`src/rtl/gerenciador_atributos_pkg.sv`:
```
// Shared definitions for the pet attribute manager: channel indices and
// default widths/thresholds also used by the state and image controllers.
package gerenciador_atributos_pkg;

    localparam int ATR_FOME       = 0;
    localparam int ATR_FELICIDADE = 1;
    localparam int ATR_SONO       = 2;

    localparam int DEF_WIDTH  = 8;
    localparam int DEF_LIMIAR = 64;

    function automatic int valor_maximo(input int width);
        return (1 << width) - 1;
    endfunction

endpackage

```
`src/rtl/gerenciador_atributos_divisor_tick.sv`:
```
// Life-tick divider: emits a registered one-cycle strobe every TICK_DIV
// enabled cycles and holds its partial count while disabled.
module divisor_tick #(
    parameter int TICK_DIV = 50000000
) (
    input  logic clk,
    input  logic rst,
    input  logic en,
    output logic tick
);

    localparam int CW = $clog2(TICK_DIV);
    localparam logic [CW-1:0] ULTIMO = CW'(TICK_DIV - 1);

    logic [CW-1:0] contagem;

    always_ff @(posedge clk or posedge rst) begin
        if (rst) begin
            contagem <= '0;
            tick     <= 1'b0;
        end else begin
            tick <= 1'b0;
            if (en) begin
                if (contagem == ULTIMO) begin
                    contagem <= '0;
                    tick     <= 1'b1;
                end else begin
                    contagem <= contagem + CW'(1);
                end
            end
        end
    end

endmodule

```
`src/rtl/gerenciador_atributos.sv`:
```
// Parametrised attribute manager: NUM_ATTR saturating counters that decay on
// the life tick, recover on action pulses, raise alarms and a sticky death flag.
module gerenciador_atributos
    import gerenciador_atributos_pkg::*;
#(
    parameter int NUM_ATTR    = 3,
    parameter int WIDTH       = DEF_WIDTH,
    parameter int TICK_DIV    = 50000000,
    parameter int DECAY       = 1,
    parameter int GAIN        = 32,
    parameter int INIT        = valor_maximo(WIDTH),
    parameter int LIMIAR      = DEF_LIMIAR,
    parameter int GRACE_TICKS = 8
) (
    input  logic                      clk,
    input  logic                      rst,
    input  logic                      pausa,
    input  logic [NUM_ATTR-1:0]       acao,
    output logic [NUM_ATTR*WIDTH-1:0] valores,
    output logic [NUM_ATTR-1:0]       alarme,
    output logic                      tick,
    output logic                      morreu
);

    localparam int EW = $clog2(GRACE_TICKS + 1);
    localparam logic [WIDTH:0]   MAX_V    = {1'b0, {WIDTH{1'b1}}};
    localparam logic [WIDTH:0]   DECAY_W  = (WIDTH + 1)'(DECAY);
    localparam logic [WIDTH:0]   GAIN_W   = (WIDTH + 1)'(GAIN);
    localparam logic [WIDTH:0]   LIMIAR_W = (WIDTH + 1)'(LIMIAR);
    localparam logic [EW-1:0]    GRACE_W  = EW'(GRACE_TICKS);
    localparam logic [WIDTH-1:0] INIT_W   = WIDTH'(INIT);

    logic                tick_en;
    logic                decay_en;
    logic [NUM_ATTR-1:0] morte_req;

    assign tick_en  = !pausa && !morreu;
    // A tick already in flight when pausa rises must not decay anything.
    assign decay_en = tick && !pausa;

    divisor_tick #(
        .TICK_DIV(TICK_DIV)
    ) u_divisor (
        .clk (clk),
        .rst (rst),
        .en  (tick_en),
        .tick(tick)
    );

    for (genvar i = 0; i < NUM_ATTR; i++) begin : g_canal
        logic [WIDTH-1:0] valor;
        logic [WIDTH-1:0] proximo;
        logic [WIDTH:0]   decaido;
        logic [WIDTH:0]   soma;
        logic [EW-1:0]    vazio;

        // Decay first, then gain, both in a WIDTH+1 bit intermediate.
        always_comb begin
            decaido = {1'b0, valor};
            if (decay_en) begin
                decaido = (decaido >= DECAY_W) ? (decaido - DECAY_W) : '0;
            end
            soma    = decaido + GAIN_W;
            proximo = decaido[WIDTH-1:0];
            if (acao[i]) begin
                proximo = (soma > MAX_V) ? MAX_V[WIDTH-1:0] : soma[WIDTH-1:0];
            end
        end

        always_ff @(posedge clk or posedge rst) begin
            if (rst) begin
                valor <= INIT_W;
                vazio <= '0;
            end else if (!morreu) begin
                valor <= proximo;
                if (valor != '0 || acao[i]) begin
                    vazio <= '0;
                end else if (decay_en) begin
                    vazio <= vazio + EW'(1);
                end
            end
        end

        assign morte_req[i] = !morreu && decay_en && (valor == '0) && !acao[i]
                              && ((vazio + EW'(1)) == GRACE_W);
        assign alarme[i] = ({1'b0, valor} < LIMIAR_W);
        assign valores[i*WIDTH +: WIDTH] = valor;
    end

    always_ff @(posedge clk or posedge rst) begin
        if (rst) begin
            morreu <= 1'b0;
        end else if (|morte_req) begin
            morreu <= 1'b1;
        end
    end

endmodule

```
`config.mk`:
```
export PLATFORM = sky130hd
export DESIGN_NAME = gerenciador_atributos
export DESIGN_NICKNAME = d
export VERILOG_FILES = /design/src/rtl/gerenciador_atributos_pkg.sv /design/src/rtl/gerenciador_atributos_divisor_tick.sv /design/src/rtl/gerenciador_atributos.sv
export SDC_FILE = /design/constraint.sdc
export NUM_CORES = 1
export LEC_CHECK = 0
export CORE_MARGIN = 5
export CORE_UTILIZATION = 61
export CTS_BUF_LIST = sky130_fd_sc_hd__clkbuf_8
export DETAILED_ROUTE_END_ITERATION = 10
export GPL_TIMING_DRIVEN = 0
export PLACE_DENSITY_LB_ADDON = 0.2
export SLEW_MARGIN = 20
export SYNTH_ARGS = -nofsm -noshare
export SYNTH_HDL_FRONTEND = slang
export SYNTH_HIERARCHICAL = 1
export SYNTH_SLANG_ARGS = --single-unit
```
`constraint.sdc`:
```
create_clock -name clk -period 4.44 [get_ports clk]
set_clock_uncertainty 0.2 [all_clocks]
set_input_delay 0.666 -clock clk [delete_from_list [all_inputs] [get_ports clk]]
set_output_delay 0.666 -clock clk [all_outputs]
set_load 0.03 [all_outputs]
```
==> results of run 1 <==
cell families after synthesis:
family	Yosys count	synth area share
AND/OR/NAND/NOR	229	0.291
XOR/XNOR	22	0.0448
buffers and inverters	37	0.0361
adder cells (fa/ha/maj)	19	0.0532
AO/OA/AOI/OAI	119	0.181
flip-flops	64	0.365
multiplexers	12	0.0285
metrics by stage:
| step | std cells | utilization | setup slack, ns | cell area (sq um) | power [mW] |
|---|---|---|---|---|---|
| floorplan | 502 | - | 1.05 | 4470 | 1.49 |
| global placement | 634 | 0.683 | 0.370 | 4930 | 1.73 |
| detailed placement | 634 | 0.683 | 0.263 | 4930 | 1.76 |
| CTS | 650 | 0.712 | 0.615 | 5140 | 2.31 |
| global route | 650 | 0.712 | 0.415 | 5140 | 2.45 |
| finish | 650 | 0.712 | 0.564 | 5140 | 2.31 |
final cells by class:
cell class	count	area share
Sequential cell	64	0.317
Timing Repair Buffer	33	0.0643
Tap cell	99	0.0241
Clock inverter	6	0.0148
Buffer	21	0.0197
Inverter	16	0.0117
Multi-Input combinational cell	401	0.521
Clock buffer	10	0.0268
cells in the mapped netlist (3+ instances only):
library cell | instances | area (sq um)
o21ai_1 | 9 | 45.0
o311ai_1 | 3 | 26.3
or4_4 | 3 | 33.8
nand2_1 | 53 | 199
nor4bb_1 | 3 | 30.0
nand4_1 | 10 | 62.6
xor2_1 | 8 | 70.1
nor4b_1 | 3 | 26.3
and3_1 | 6 | 37.5
o31ai_1 | 10 | 75.1
buf_2 | 5 | 25.0
a211o_1 | 5 | 43.8
and4_1 | 5 | 43.8
a211oi_1 | 3 | 22.5
or3_4 | 3 | 33.8
clkbuf_1 | 12 | 45.0
or3_1 | 10 | 62.6
inv_1 | 16 | 60.1
ha_1 | 19 | 238
nor2_1 | 39 | 146
nor2b_1 | 5 | 31.3
xnor2_1 | 13 | 114
nand3_1 | 25 | 125
nor4_1 | 6 | 37.5
dfrtp_1 | 40 | 1000
dfstp_2 | 24 | 631
or4_1 | 10 | 75.1
a21oi_1 | 22 | 110
a31oi_1 | 5 | 31.3
a22o_1 | 3 | 26.3
o21ai_2 | 3 | 26.3
nor3_1 | 23 | 115
a21o_1 | 6 | 45.0
o21ai_0 | 28 | 140
mux2i_1 | 9 | 90.1
cell usage in the layout, fill, tap and decap left out, drive strengths merged, types with 4 or more instances in the layout:
master | synthesis | final
a211o | 5 | 5
a21o | 6 | 6
a21oi | 24 | 24
a31oi | 6 | 6
and3 | 7 | 7
and4 | 6 | 6
buf | 8 | 8
clkbuf | 13 | 23
clkdlybuf4s50 | 0 | 33
dfrtp | 40 | 40
dfstp | 24 | 24
ha | 19 | 19
inv | 16 | 18
mux2i | 9 | 9
nand2 | 53 | 53
nand3 | 25 | 25
nand4 | 11 | 11
nor2 | 39 | 39
nor2b | 5 | 5
nor3 | 24 | 24
nor4 | 8 | 8
nor4b | 4 | 4
o21ai | 40 | 40
o31ai | 10 | 10
or3 | 15 | 15
or4 | 13 | 13
xnor2 | 14 | 14
xor2 | 8 | 8
how the worst max path moves through the flow:
stage	endpoint	startpoint	slack, ns
6_report	g_canal[2].valor[1]$_DFFE_PP1N_	pausa	0.56
3_3_place_gp	g_canal[2].valor[1]$_DFFE_PP1N_	pausa	0.37
5_1_grt	g_canal[0].valor[6]$_DFFE_PP1N_	g_canal[0].valor[0]$_DFFE_PP1N_	0.41
3_5_place_dp	g_canal[2].valor[1]$_DFFE_PP1N_	pausa	0.26
4_1_cts	g_canal[2].valor[1]$_DFFE_PP1N_	pausa	0.62
2_1_floorplan	g_canal[0].valor[6]$_DFFE_PP1N_	g_canal[0].valor[0]$_DFFE_PP1N_	1.05
worst max-delay path: stages:
cell and delay, ns:
clkdlybuf4s50_1 0.46, nand2b_1 0.37, or2_1 0.31, buf_2 0.17, o31ai_1 0.43, nand2_1 0.20
ha_1 0.27, mux2i_1 0.17, or4b_1 0.58, o211ai_2 0.14, o311ai_1 0.15
state kept, by name (all words and copies together) (netlist names):
| signal | count |
|---|---|
| g_canal.valor | 24 |
| g_canal.vazio | 12 |
| morreu | 1 |
| u_divisor/contagem | 26 |
| u_divisor/tick | 1 |
power groups by stage:
stage | Sequential (mW) | Combinational [mW] | Clock [mW]
after global placement | 0.843 | 0.889 | 0
final | 0.843 | 0.921 | 0.550
after floorplan | 0.917 | 0.577 | 0
after detailed placement | 0.849 | 0.911 | 0
after CTS | 0.839 | 0.918 | 0.556
after global routing | 0.857 | 1.00 | 0.590
layer usage:
metal	vias to the layer above	wire length [um]
met4	0	211
met2	148	5490
met3	24	684
met1	1954	4450
li1	1968	-
met5	-	0
==> flow_summary_export.csv, run 1 <==
group,metric,value,unit
grt,grt_max_degree,38,
sta,max_freq,258,MHz
grt,busiest_layer,"met2",
drt,drt_pass1_iterations,6,
finish,areaGrowthSynthToFinish,14.9,%
drt,ant_nets,0,
drt,drt_iter0_markers,344,
die,die_width,95.6,um
pwr,swShare,0.381,
clock_tree,cts_num_sinks,64,
setup_path,path_max_fanout,7,
pwr,p_int,1.43,mW
finish,multiInputGateArea,0.00268,sq mm
grt,grt-ovfl-total,0,
placement,portBuffers,33,
pwr,power_frac_seq,0.364,
placement,place_hpwl,7820,um
drt,drt-vias-per-instance,6.30,
die,die_area,0.00914,sq mm
synthesis,syn_nets,527,
synthesis,seq_area_frac_synth,0.365,
pwr,cellPowerDensity,450,mW/mm^2
clock_tree,cts_buffer_depth,2,
die,io_pins,35,
setup_path,cp-start-kind,"input port",
flow_run,max_cap_viol_count,0,
drt,vias,4094,
synthesis,syn_inst,502,
grt,use_met2,0.434,
grt,grtUsageTotal,0.255,
synthesis,synth_edf_count,0,
drt,route.detailed.drc,0,
setup_path,crit_arrival,3.92,ns
pwr,p_clk_frac,0.238,
grt,antenna_found_initial,0,
min_path,holdCritStartpoint,"g_canal[0].vazio[3]$_DFFE_PP0P_",
pwr,p_leak,2.08,nW
setup_path,end_kind,"register",
finish,drive_above_1_share,0.138,
grt,grtUsageMet3,0.0458,
setup_path,r2r-end,"g_canal[0].valor[4]$_DFFE_PP1N_",
min_path,hp-class,"register to register",
sta,worst_slew_pin_slew,0.922,ns
sta,setup_viol,0,
sta,setup_tns,0,ns
clock_tree,worst_skew_pair.late_latency,0.34,ns
drt,wl_per_cell,16.7,um
die,die_h,95.6,um
grt,grt_use_met1,0.318,
setup_path,reg2reg_depth,12,
clock_tree,postCtsSetupRepairBufs,0,
clock_tree,post_cts_resized,0,
sta,maxSlewViolCount,0,
sta,rsz0062_at_grt,"false",
finish,finalNetCount,571,
clock_tree,cts_hold_buf,0,
clock_tree,cts_tree,"yes",
clock_tree,path_clk_slew,0.07,ns
clock_tree,cts-buffers-inserted,9,
finish,antenna_cells,0,
sta,final.min_clock_period,3.88,ns
min_path,hold_path_depth,1,
synthesis,ys_warn_count,6,
run_status,status,"complete, no violations",
synthesis,syn_area_per_cell,8.91,sq um
finish,nFillCells,567,
synthesis,ys_seq_elements,64,
synthesis,ys.flop_type,"dfrtp_1",
grt,grt_pass1_wl,18200,um
sta,maxSlewHeadroom,0.382,
synthesis,ys_async_sr_fraction,1.00,
placement,gp_congestion,0.946,
pwr,pwr-share-comb,0.398,
sta,hold_violations,0,
die,initial_core_util,0.620,
die,fp-row-count,31,
die,core,0.00721,sq mm
drt,routed_wl,10800,um
finish,area.sequential,0.00163,sq mm
sta,holdWs,0.301,ns
setup_path,rr_startpoint,"g_canal[0].valor[0]$_DFFE_PP1N_",
pwr,switching_power,0.881,mW
clock_tree,h-tree-depth,3,
synthesis,syn_area,0.00447,sq mm
pwr,ir_drop,247,uV
setup_path,crit_type,"input port to register",
min_path,min_to,"g_canal[0].vazio[3]$_DFFE_PP0P_",
clock_tree,clock-root-buffer,"clkbuf_8",
setup_path,r2r_slack,0.58,ns
setup_path,required,4.49,ns
sta,fin_crit_sh,0.873,
synthesis,yosysUniqueCellTypes,79,
grt,grt_pass1_vias,3864,
Note: power is estimated with default switching activity, not from simulation.
==> run 2: changes to the inputs <==
CTS_CLUSTER_DIAMETER = 100   (was default)
==> results of run 2 <==
The final DEF is identical to that of run 1; final timing and power are the same.
